File: src/rtl/instruction_fetch.sv
// Instruction fetch: owns the word PC, reads an async-read memory and registers IF/ID with stall, redirect and halt.
// Optional delivered-instruction counter enabled by defining INSTRUCTION_FETCH_CNT_EN.
module instruction_fetch #(
  parameter int              DW        = 32,
  parameter int              AWL       = 5,
  parameter logic [AWL-1:0]  RESET_PC  = '0,
  parameter logic [DW-1:0]   HALT_WORD = {DW{1'b1}},
  parameter logic [DW-1:0]   NOP_WORD  = '0
) (
  input  logic           clk,
  input  logic           rst_n,
  output logic [AWL-1:0] IMA,
  input  logic [DW-1:0]  IMRD,
  input  logic           STALL,
  input  logic           BR_EN,
  input  logic [AWL-1:0] BR_TGT,
  output logic [DW-1:0]  INSTR,
  output logic [AWL-1:0] PC_OUT,
  output logic           VALID,
  output logic           HALTED,
  output logic [31:0]    FETCH_CNT
);

  typedef enum logic [1:0] {BOOT, FETCH, HALT} state_t;

  state_t         state, state_nxt;
  logic [AWL-1:0] pc, pc_nxt;
  logic [DW-1:0]  instr, instr_nxt;
  logic [AWL-1:0] pc_out, pc_out_nxt;
  logic           valid, valid_nxt;

  always_ff @(posedge clk or negedge rst_n) begin
    if (!rst_n) state <= BOOT;
    else        state <= state_nxt;
  end

  always_comb begin
    state_nxt  = state;
    pc_nxt     = pc;
    instr_nxt  = instr;
    pc_out_nxt = pc_out;
    valid_nxt  = valid;
    case (state)
      BOOT: state_nxt = FETCH;
      FETCH: begin
        if (BR_EN) begin
          // redirect squashes whatever sits in IF/ID, even if stalled
          pc_nxt    = BR_TGT;
          instr_nxt = NOP_WORD;
          valid_nxt = 1'b0;
        end else if (!STALL) begin
          instr_nxt  = IMRD;
          pc_out_nxt = pc;
          valid_nxt  = 1'b1;
          if (IMRD == HALT_WORD) state_nxt = HALT;
          else                   pc_nxt    = pc + AWL'(1);
        end
      end
      HALT: begin
        if (BR_EN) begin
          pc_nxt    = BR_TGT;
          instr_nxt = NOP_WORD;
          valid_nxt = 1'b0;
          state_nxt = FETCH;
        end else if (!STALL) begin
          // halt word is consumed once downstream accepts it
          valid_nxt = 1'b0;
        end
      end
      default: state_nxt = BOOT;
    endcase
  end

  always_ff @(posedge clk or negedge rst_n) begin
    if (!rst_n) begin
      pc     <= RESET_PC;
      instr  <= NOP_WORD;
      pc_out <= '0;
      valid  <= 1'b0;
    end else begin
      pc     <= pc_nxt;
      instr  <= instr_nxt;
      pc_out <= pc_out_nxt;
      valid  <= valid_nxt;
    end
  end

  assign IMA    = pc;
  assign INSTR  = instr;
  assign PC_OUT = pc_out;
  assign VALID  = valid;
  assign HALTED = (state == HALT);

`ifdef INSTRUCTION_FETCH_CNT_EN
  logic        cap;
  logic [31:0] cnt;

  assign cap = (state == FETCH) && !BR_EN && !STALL;

  always_ff @(posedge clk or negedge rst_n) begin
    if (!rst_n)                     cnt <= '0;
    else if (cap && (cnt != '1))    cnt <= cnt + 32'd1;
  end

  assign FETCH_CNT = cnt;
`else
  assign FETCH_CNT = '0;
`endif

endmodule

File: config.mk
export PLATFORM = sky130hd
export DESIGN_NAME = instruction_fetch
export DESIGN_NICKNAME = d
export VERILOG_FILES = /design/src/rtl/instruction_fetch.sv
export SDC_FILE = /design/constraint.sdc
export NUM_CORES = 1
export LEC_CHECK = 0
export ABC_AREA = 1
export CAP_MARGIN = 20
export CORE_ASPECT_RATIO = 2
export CORE_MARGIN = 2
export CORE_UTILIZATION = 41
export CTS_BUF_LIST = sky130_fd_sc_hd__clkbuf_8 sky130_fd_sc_hd__clkbuf_16
export DETAILED_ROUTE_END_ITERATION = 8
export GPL_TIMING_DRIVEN = 0
export PLACE_DENSITY = 0.81
export SETUP_SLACK_MARGIN = 0.5
export SYNTH_ARGS = -nofsm -noshare
export SYNTH_HDL_FRONTEND = slang
export SYNTH_SLANG_ARGS = --single-unit
File: constraint.sdc
create_clock -name clk -period 1.63 [get_ports clk]
set_input_delay 0.2445 -clock clk [delete_from_list [all_inputs] [get_ports clk]]
set_output_delay 0.2445 -clock clk [all_outputs]
set_load 0.1 [all_outputs]
Word level (Yosys, flattened, before mapping) --
Cells that the tools add are included.
Word-level totals: input bits 41, memories kept 0, ROM bits 0, output and inout bits 76, bits in latches 0, flip-flop bits (word level) 45, memory bits (writable) 0, logic and storage cells 44
Operators by class: add/sub/neg operators 1, bitwise logic cells 2, multipliers 0, shift operators 0, equal/unequal tests 10, multiplexer cells 19, divide/modulo/power cells 0, magnitude comparators 0, reduce and logical (&&, ||, !) cells 7
Operators by type and width (number):
- two-way mux 32 bit | 3
- one-hot mux 32 bit (2 select lines) | 1
- == test 32 bit, second input constant | 1
- two-way mux 5 bit | 4
- one-hot mux 5 bit (2 select lines) | 1
- inequality test 3 bit, second input constant | 3
- AND reduction 3 bit | 3
- two-way mux 2 bit | 4
- inequality test 2 bit, second input constant | 4
- AND reduction 4 bit | 2
- one-hot mux 2 bit (3 select lines) | 1
- adder 5 x 1 -> 5 bit, second input constant | 1
- two-way mux 1 bit | 4
- == test 2 x 1 -> 1 bit, second input constant | 1
- == test 2 bit, second input constant | 1
- logical NOT 2 bit | 1
- NOT 1 bit | 2
- one-hot mux 1 bit (2 select lines) | 1
- nonzero test 2 bit | 1

Depth between registers and ports, before layout --
Gate-level depths: netlist of the first run.
depth after elaboration 5, mapped depth 10, mapped depth without buffers 10

Worst setup path before layout of the first run --
OpenSTA, ideal clock, no wires.
kind register to register, start point register pc[0] (netlist: IMA[0]), end point register pc[4] (netlist: IMA[4]), clock period less this slack 1.937 ns, stages on the path, launching flop included 7, library setup time 0.067 ns, data required time 1.563 ns, arrival time 1.870 ns, setup slack -0.307 ns, buffers on the path 0, path through dfrtp_1 ha_1 nand3_1 xor2_1 o21ai_0 nand3_1 nand2_1
On the way: cells in the longest elaborated chain, start to end 5
Ends and longest elaborated chain:
- start, declared | line 27 | logic [AWL-1:0] pc, pc_nxt;
- start signal, assigned | line 81 | pc <= pc_nxt;
- adder 5 x 1 -> 5 bit | line 56 | else pc_nxt = pc + AWL'(1);
- two-way mux 5 bit | line 55 | if (IMRD == HALT_WORD) state_nxt = HALT;
- two-way mux 5 bit | line 51 | end else if (!STALL) begin
- two-way mux 5 bit | line 46 | if (BR_EN) begin
- one-hot mux 5 bit (2 select lines) | line 43 | case (state)
No other way between the ends. The select of a mux whose other input is x is not followed. A chain may end at the register's enable or synchronous reset.

Worst setup path after layout of the first run --
start point input IMRD[22], end point register pc[3] (netlist: IMA[3])
On the way: cells in the longest elaborated chain, start to end 3
Ends and longest elaborated chain:
- start, declared | line 13 | input logic [DW-1:0] IMRD,
- == test 32 bit | line 55
- inequality test 3 bit (no source line)
- AND reduction 4 bit (no source line)
No other way between the ends.

==> results of run 1 <==
worst max path at each step:
| stage | endpoint | cells after the start |
|---|---|---|
| 6_report | IMA[3] | 11 |
| 5_1_grt | IMA[3] | 8 |
| 4_1_cts | HALTED | 2 |
| 3_5_place_dp | HALTED | 2 |
| 3_3_place_gp | IMA[1] | 1 |
| 2_1_floorplan | INSTR[0] | 7 |
registers in the layout (all words and copies together) (netlist names):
name,cells
state,2
PC_OUT,5
IMA,5
INSTR,32
VALID,1
metrics by stage:
stage	TNS, ps	instance area [um^2]	hold WS, ps	cells	util
after CTS	0	3930	529	475	0.694
after global placement	-63590	3480	470	454	0.615
final	0	4310	313	486	0.762
after global routing	0	4310	310	486	0.762
after floorplan	0	2560	-51.1	309	-
after detailed placement	-15080	3500	291	455	0.619
final cells by class:
| cell class | count | area [um^2] | share of cell area |
|---|---|---|---|
| plain buffers | 44 | 329 | 0.0763 |
| clock buffers | 7 | 153 | 0.0354 |
| clock inverters | 1 | 5.00 | 0.00116 |
| inverters | 11 | 45.0 | 0.0104 |
| multi-input cells | 210 | 1110 | 0.256 |
| flip-flops and latches | 45 | 1190 | 0.275 |
| well taps | 61 | 76.3 | 0.0177 |
| repair buffers | 106 | 1410 | 0.326 |
| repair inverters | 1 | 5.00 | 0.00116 |
tightest hold or removal path, delay by kind of cell:
family                 cells  cell delay, ps
and+or+nand+nor            2             190
buffers and inverters      1             130
layout by cell type, fill, tap and decap left out, drive strengths merged, types with 2 or more instances in the layout:
cell type / synthesis / final
clkdlybuf4s50: 0 / 36
nor2: 15 / 16
nand4: 2 / 2
buf: 37 / 103
clkinvlp: 0 / 2
xor2: 2 / 2
dfrtp: 45 / 45
a21oi: 2 / 2
conb: 1 / 32
mux2: 5 / 5
o21ai: 38 / 38
dlymetal6s2s: 0 / 2
nand2: 69 / 69
nand3: 39 / 39
inv: 10 / 10
clkbuf: 7 / 14
layer usage:
metal | routed length (um) | up-vias | track usage
met4 | 315 | 0 | 0.122
li1 | - | 1144 | -
met2 | 4630 | 105 | 0.408
met5 | 0 | - | 0
met1 | 2490 | 1160 | 0.216
met3 | 380 | 22 | 0.0314
timing repair:
action                                  4_1_cts  5_1_grt
buffers inserted                              9        8
endpoints found under the setup margin       89      107
gates resized for setup                     347       88
hold buffers                                  1        0
endpoints found under the hold margin        24        0
gates cloned                                  2        3
pin swaps                                     3        8
logic make-up after synthesis:
| kind of cell | Yosys count | synth area share |
|---|---|---|
| adder cells (fa/ha/maj) | 1 | 0.00524 |
| AO/OA/AOI/OAI | 42 | 0.0948 |
| multiplexers | 5 | 0.0267 |
| other | 1 | 0.00157 |
| buffers and inverters | 55 | 0.143 |
| XOR/XNOR | 3 | 0.0110 |
| flip-flops | 45 | 0.471 |
| AND/OR/NAND/NOR | 126 | 0.246 |
==> impl_metrics.toml, run 1 <==
[clock_network]
clockBufferDepth = 2
cts_buffers = 5
cts_sinks = 45
root_buffer = "clkbuf_16"
clock_latency_ps = 280
path_clk_slew_ps = 60
cts_tree = "yes"
h-tree-depth = 2

[sta]
finalHoldViolCount = 0
finalSetupViolCount = 0
fin_crit_ps = 1560
rsz0062_at_grt = "yes"
slew_violations = 0
fmax_mhz = 642
worst_slack_ps = 73.0
fin_crit_sh = 0.955
clock_skew_ps = 2.34

[critical_path]
startpoint_type = "input port"
cp_max_fo = 6
crit_family = "simple AND/OR/NAND/NOR gates"
cp-end-kind = "register"
reg2regPathDepth = 6
reg2reg_from = "state[0]"
worstPathArrival_ps = 1770
critPathKind = "in2reg"
max_stage_delay_ps = 520
critPathLaunch = "IMRD[22]"
crit_buf_inv = 1
r2r_slack_ps = 110
crit_top_cell = "nand2_1"
crit_chain = "clkdlybuf4s50_1 > nand2_1 > nor2_1 > nand2_1 > nor2_2 > nand3_2 > nand2_2 > nand2_4 > nand2_4 > nand2_1 > nand2_1"
cp_slowest_cell = "clkdlybuf4s50_1"
cp_data_required_time_ps = 1850
worstReg2RegEnd = "PC_OUT[0]"

[status]
status = "finished clean"

[synthesis]
ys_seq_elements = 45
synthFlopType = "dfrtp_1"
synth.distinct_cells = 30
yosysMostFrequentCell = "nand2_1"
yosysSeqAreaShare = 0.471
synth_area_per_cell_um2 = 8.59
synthTopCellsByCount = "nand2_1 (67), dfrtp_1 (45), nand3_1 (39)"
synth_edf_count = 0
netlist_area_um2 = 2390
async_flop_share = 1.00
synthTopCellsByArea = "dfrtp_1 (47%), buf_4 (11%), nand2_1 (11%), nand3_1 (8.2%), o21ai_0 (7.8%)"
synth_top_area_share = 0.471
synth_top_area_cell = "dfrtp_1"
synthCells = 278
synth_warnings = 0

[route]
wire_per_inst_um = 16.1
drcViolationCount = 0
drtIter0Drc = 91
drt-total-wl_um = 7810
drt_pass1_iterations = 7
routed_via_density = 5.00
routed-via-count = 2431
postRouteAntennaNets = 0

[flow_run]
max-cap-violations = 0

[placed_design]
port_buffers = 84
gp_congestion = 0.775
hpwl_um = 5110
pre_cts_ws_ps = -419

[floorplan]
coreArea_um2 = 5660
placementRows = 39
die_h_um = 112
dieWidth_um = 58.0
pin_count = 117
dieArea_um2 = 6490
start_util = 0.422

[worst_hold_path]
min_from = "IMRD[31]"
min_to = "INSTR[31]"
hold_depth = 3
hp-class = "in2reg"

[global_routing]
grt_max_degree = 26
grt_pass1_vias = 2342
antenna_found_initial = 0
grt_pass1_wl_um = 10900
grt_usage = 0.218
grt-ovfl-total = 0

[layout]
n_fill_cell = 386
drive_gt1_frac = 0.449
nNetsFinal = 466
n_antenna_cell = 0
area_growth_syn_to_layout_pct = 80.6
Power of run 1 is left out: the tool's default activity adds up to more than one toggle a clock period on the data nets, which glitch-free logic cannot reach.
==> run 2: changes to the inputs <==
CELL_PAD_IN_SITES_DETAIL_PLACEMENT = 1   (was unset)
CELL_PAD_IN_SITES_GLOBAL_PLACEMENT = 1   (was unset)
CORE_UTILIZATION = 29   (was 41)
PLACE_DENSITY = unset   (was 0.81)
PLACE_DENSITY_LB_ADDON = 0.1   (was unset)
==> run 2 against run 1 <==
Compared with the run above: clock skew grew 5.1 ps; die area grew 39%; worst hold slack gained 23 ps; critical path type is now reg2reg; critical endpoint is now IMA[4].
==> impl_metrics.toml, run 2 (synthesis gave the netlist of run 1 again) <==
[status]
status = "finished clean"

[floorplan]
dieArea_um2 = 9020
start_util = 0.301
coreArea_um2 = 7940
pin_count = 117
die_h_um = 132
dieWidth_um = 68.2
placementRows = 46

[layout]
layout_commonest_cell = "nand2_1"
regArea_um2 = 1190
layout_common_cells = "nand2_1 (60), buf_4 (54), buf_12 (46)"
n_fill_cell = 889
multi_input_area_um2 = 1260
n_antenna_cell = 0
largest_reg_flops = 32
final_cells = 531
utilization = 0.588
drive_gt1_frac = 0.540
nNetsFinal = 476
area_growth_syn_to_layout_pct = 95.6

[critical_path]
cp_data_required_time_ps = 1860
crit_chain = "inv_2 > nor2_8 > buf_12 > nor2_8 > clkinv_4 > o21ai_0 > nand3_1 > nand2_1"
crit_top_cell = "nor2_8"
max_stage_delay_ps = 400
cp_max_fo = 10
worstPathArrival_ps = 1730
cp_slowest_cell = "dfrtp_1"
crit_family = "simple AND/OR/NAND/NOR gates"
critPathKind = "reg2reg"
cp-end-kind = "register"
startpoint_type = "register"
crit_buf_inv = 3

[route]
routed_via_density = 4.63
drcViolationCount = 0
drtIter0Drc = 91
drt-total-wl_um = 9110
routed-via-count = 2460
postRouteAntennaNets = 0
wire_per_inst_um = 17.2
drt_pass1_iterations = 4

[clock_network]
cts_tree = "yes"
clock_latency_ps = 290
clockBufferDepth = 2
cts_sinks = 45
root_buffer = "clkbuf_16"
cts_buffers = 5
h-tree-depth = 2
path_clk_slew_ps = 70

[placed_design]
pre_cts_ws_ps = -436
port_buffers = 84
hpwl_um = 5690
numPlacedInstances = 490
gp_congestion = 0.725

[sta]
slew_violations = 0
fin_crit_ps = 1500
finalHoldViolCount = 0
rsz0062_at_grt = "yes"
fmax_mhz = 667
fin_crit_sh = 0.919
finalSetupViolCount = 0
clock_skew_ps = 7.44
worst_slack_ps = 131
fin_hold_ws_ps = 336

[global_routing]
grt_max_degree = 24
grt_usage = 0.208
antenna_found_initial = 0
grt_pass1_vias = 2773
grt_pass1_wl_um = 13900
grt-ovfl-total = 0

[worst_hold_path]
hp-class = "in2reg"

[flow_run]
max-cap-violations = 0
-- run 2: cell types whose count changed in the layout (fill, tap and decap cells not counted), sizes merged --
| cell | previous run | this run |
|---|---|---|
| buf | 103 | 116 |
| inv | 10 | 11 |
| dlymetal6s2s | 2 | 0 |
| clkbuf | 14 | 11 |
| nor2 | 16 | 15 |
| dlygate4sd2 | 1 | 19 |
| clkinv | 1 | 3 |
| clkdlybuf4s50 | 36 | 20 |
| clkinvlp | 2 | 0 |
-- run 2: timing repair --
item	CTS	global route
hold buffers	1	0
resized for setup	454	59
endpoints found under the hold margin	22	0
endpoints found under the setup margin	89	112
cloned	4	0
pin swaps	7	5
buffers inserted	22	6
-- run 2: through the flow --
stage | setup TNS, ps | area, um^2
4_1_cts | 0 | 4430
6_report | 0 | 4670
3_5_place_dp | -18930 | 3540
5_1_grt | 0 | 4670
3_3_place_gp | -75800 | 3520
2_1_floorplan | 0 | 2560
-- run 2: area by class of cell --
type                            count  share of cell area
Timing Repair Buffer              118               0.336
Inverter                           11              0.0104
Multi-Input combinational cell    209               0.270
Buffer                             44              0.0734
Tap cell                           96              0.0257
Clock buffer                        5              0.0268
Sequential cell                    45               0.254
Clock inverter                      3             0.00295
-- run 2: final timing paths --
kind,slack (ps),startpoint,end,depth (start not counted)
worst max-delay path,130,state[1],IMA[4],8
worst min-delay path,340,IMRD[23],INSTR[23],3
worst max register to register,130,state[1],IMA[4],8
worst min register to register,530,INSTR[24],INSTR[24],2
max in group asynchronous,720,rst_n,IMA[0],3
min in group asynchronous,440,rst_n,INSTR[5],2
-- run 2: per-layer routing --
metal	GRT usage	vias up	share of wire
met3	0.0436	14	0.049
met5	0	-	0
met1	0.200	1205	0.31
met2	0.399	82	0.62
li1	-	1159	-
met4	0.0811	0	0.023
-- run 2: tightest hold or removal path, stage by stage --
cell and delay [ps]:
dlygate4sd2_1 230, nand3_2 70, nand2_1 50
Power of run 2 is left out for the same reason.
==> run 3: changes to the inputs <==
CORE_ASPECT_RATIO = 1.75   (was 2)
==> run 3 against run 2 <==
Compared with the run above: first-iteration DRC count grew 4.4%; die area shrank 0.17%; sequential share of layout area grew 1.4 points; final area shrank 5.3%; critical path depth shrank 5; via count shrank 4.6%; non-clock buffer count shrank 8; worst hold slack lost 100 ps; clock skew shrank 1.7 ps; utilization shrank 3.3 points; fmax shrank 3.9%; critical endpoint is now HALTED.
==> impl_metrics.toml, run 3 (synthesis gave the netlist of run 1 again) <==
[critical_path]
crit_chain = "inv_2 > nor2_8 > buf_4"
max_stage_delay_ps = 400
cp-end-kind = "output port"
worstPathArrival_ps = 1310
reg2regPathDepth = 6
cp_max_fo = 4
critPathKind = "reg2out"
cp_slowest_cell = "dfrtp_1"
cp_data_required_time_ps = 1390
startpoint_type = "register"

[global_routing]
grt-ovfl-total = 0
grt_max_degree = 31
antenna_found_initial = 0
grt_pass1_wl_um = 12000
grt_pass1_vias = 2454
grt_usage = 0.174

[floorplan]
coreArea_um2 = 7960
placementRows = 43
dieWidth_um = 72.6
start_util = 0.300
dieArea_um2 = 9010
pin_count = 117
die_h_um = 124

[clock_network]
cts_buffers = 5
clockBufferDepth = 2
cts_tree = "yes"
root_buffer = "clkbuf_16"
clock_latency_ps = 290
h-tree-depth = 2
path_clk_slew_ps = 60
cts_sinks = 45

[sta]
fin_crit_ps = 1560
worst_slack_ps = 70.6
rsz0062_at_grt = "yes"
slew_violations = 0
clock_skew_ps = 5.71
finalSetupViolCount = 0
finalHoldViolCount = 0
fmax_mhz = 641
fin_crit_sh = 0.957
finalSetupTns_ps = 0

[route]
postRouteAntennaNets = 0
routed_via_density = 4.54
met3_wirelength_um = 370
routed.top_layer = "met4"
wire_per_inst_um = 15.2
routed-via-count = 2347
wl_met1_um = 2950
drt_pass1_iterations = 4
wl_met2_um = 4400
drcViolationCount = 0
drt-total-wl_um = 7850
drtIter0Drc = 95

[layout]
area_growth_syn_to_layout_pct = 85.2
utilization = 0.556
largest_reg_flops = 32
n_fill_cell = 900
regArea_um2 = 1190
n_antenna_cell = 0
layout_commonest_cell = "nand2_1"
layout_common_cells = "nand2_1 (62), buf_4 (57), dfrtp_2 (42)"
nNetsFinal = 468
multi_input_area_um2 = 1160
drive_gt1_frac = 0.478

[placed_design]
port_buffers = 84
gp_congestion = 0.761
pre_cts_ws_ps = -436
hpwl_um = 5540

[flow_run]
max-cap-violations = 0

[worst_hold_path]
hold_depth = 3
hp-class = "in2reg"

[status]
status = "finished clean"
[run 3: metal layers]
layer / GRT usage / vias to the layer above
met5: 0 / -
met4: 0.0718 / 0
met3: 0.0348 / 8
met2: 0.329 / 67
met1: 0.183 / 1130
li1: - / 1142
[run 3: layout make-up]
cell class,count,area share
repair buffers,110,0.326
well taps,90,0.0255
multi-input cells,209,0.262
flip-flops and latches,45,0.268
clock buffers,6,0.0314
inverters,11,0.0102
plain buffers,44,0.0738
clock inverters,2,0.00311
[run 3: path summary, 6_finish.rpt]
kind	start	endpoint	slack, ps
min reg2reg	INSTR[30]	INSTR[30]	510
max in group asynchronous	rst_n	INSTR[15]	660
min	IMRD[3]	INSTR[3]	230
min in group asynchronous	rst_n	PC_OUT[2]	440
max	state[1]	HALTED	70
max reg2reg	state[1]	PC_OUT[2]	100
[run 3: critical path: cells and delay by family (launching register included)]
kind | cells | cell delay [ps]
simple gates | 1 | 210
flops | 1 | 400
buf+inv | 2 | 420
[run 3: timing repair]
action                                 in CTS  in global routing
setup buffers                              10                 13
endpoints found under the hold margin      15                  0
hold buffers                                1                  0
setup endpoints to repair                  89                 89
gates cloned                                1                  0
gates resized for setup                   367                 73
pin swaps                                   2                  8
[run 3: through the flow]
| stage | instances | area [um^2] | hold slack [ps] |
|---|---|---|---|
| 2_1_floorplan | 309 | 2560 | -51.1 |
| 3_3_place_gp | 483 | 3520 | 471 |
| 3_5_place_dp | 484 | 3530 | 209 |
| 4_1_cts | 504 | 4050 | 433 |
| 5_1_grt | 517 | 4420 | 255 |
| 6_report | 517 | 4420 | 232 |
Power of run 3 is left out for the same reason.
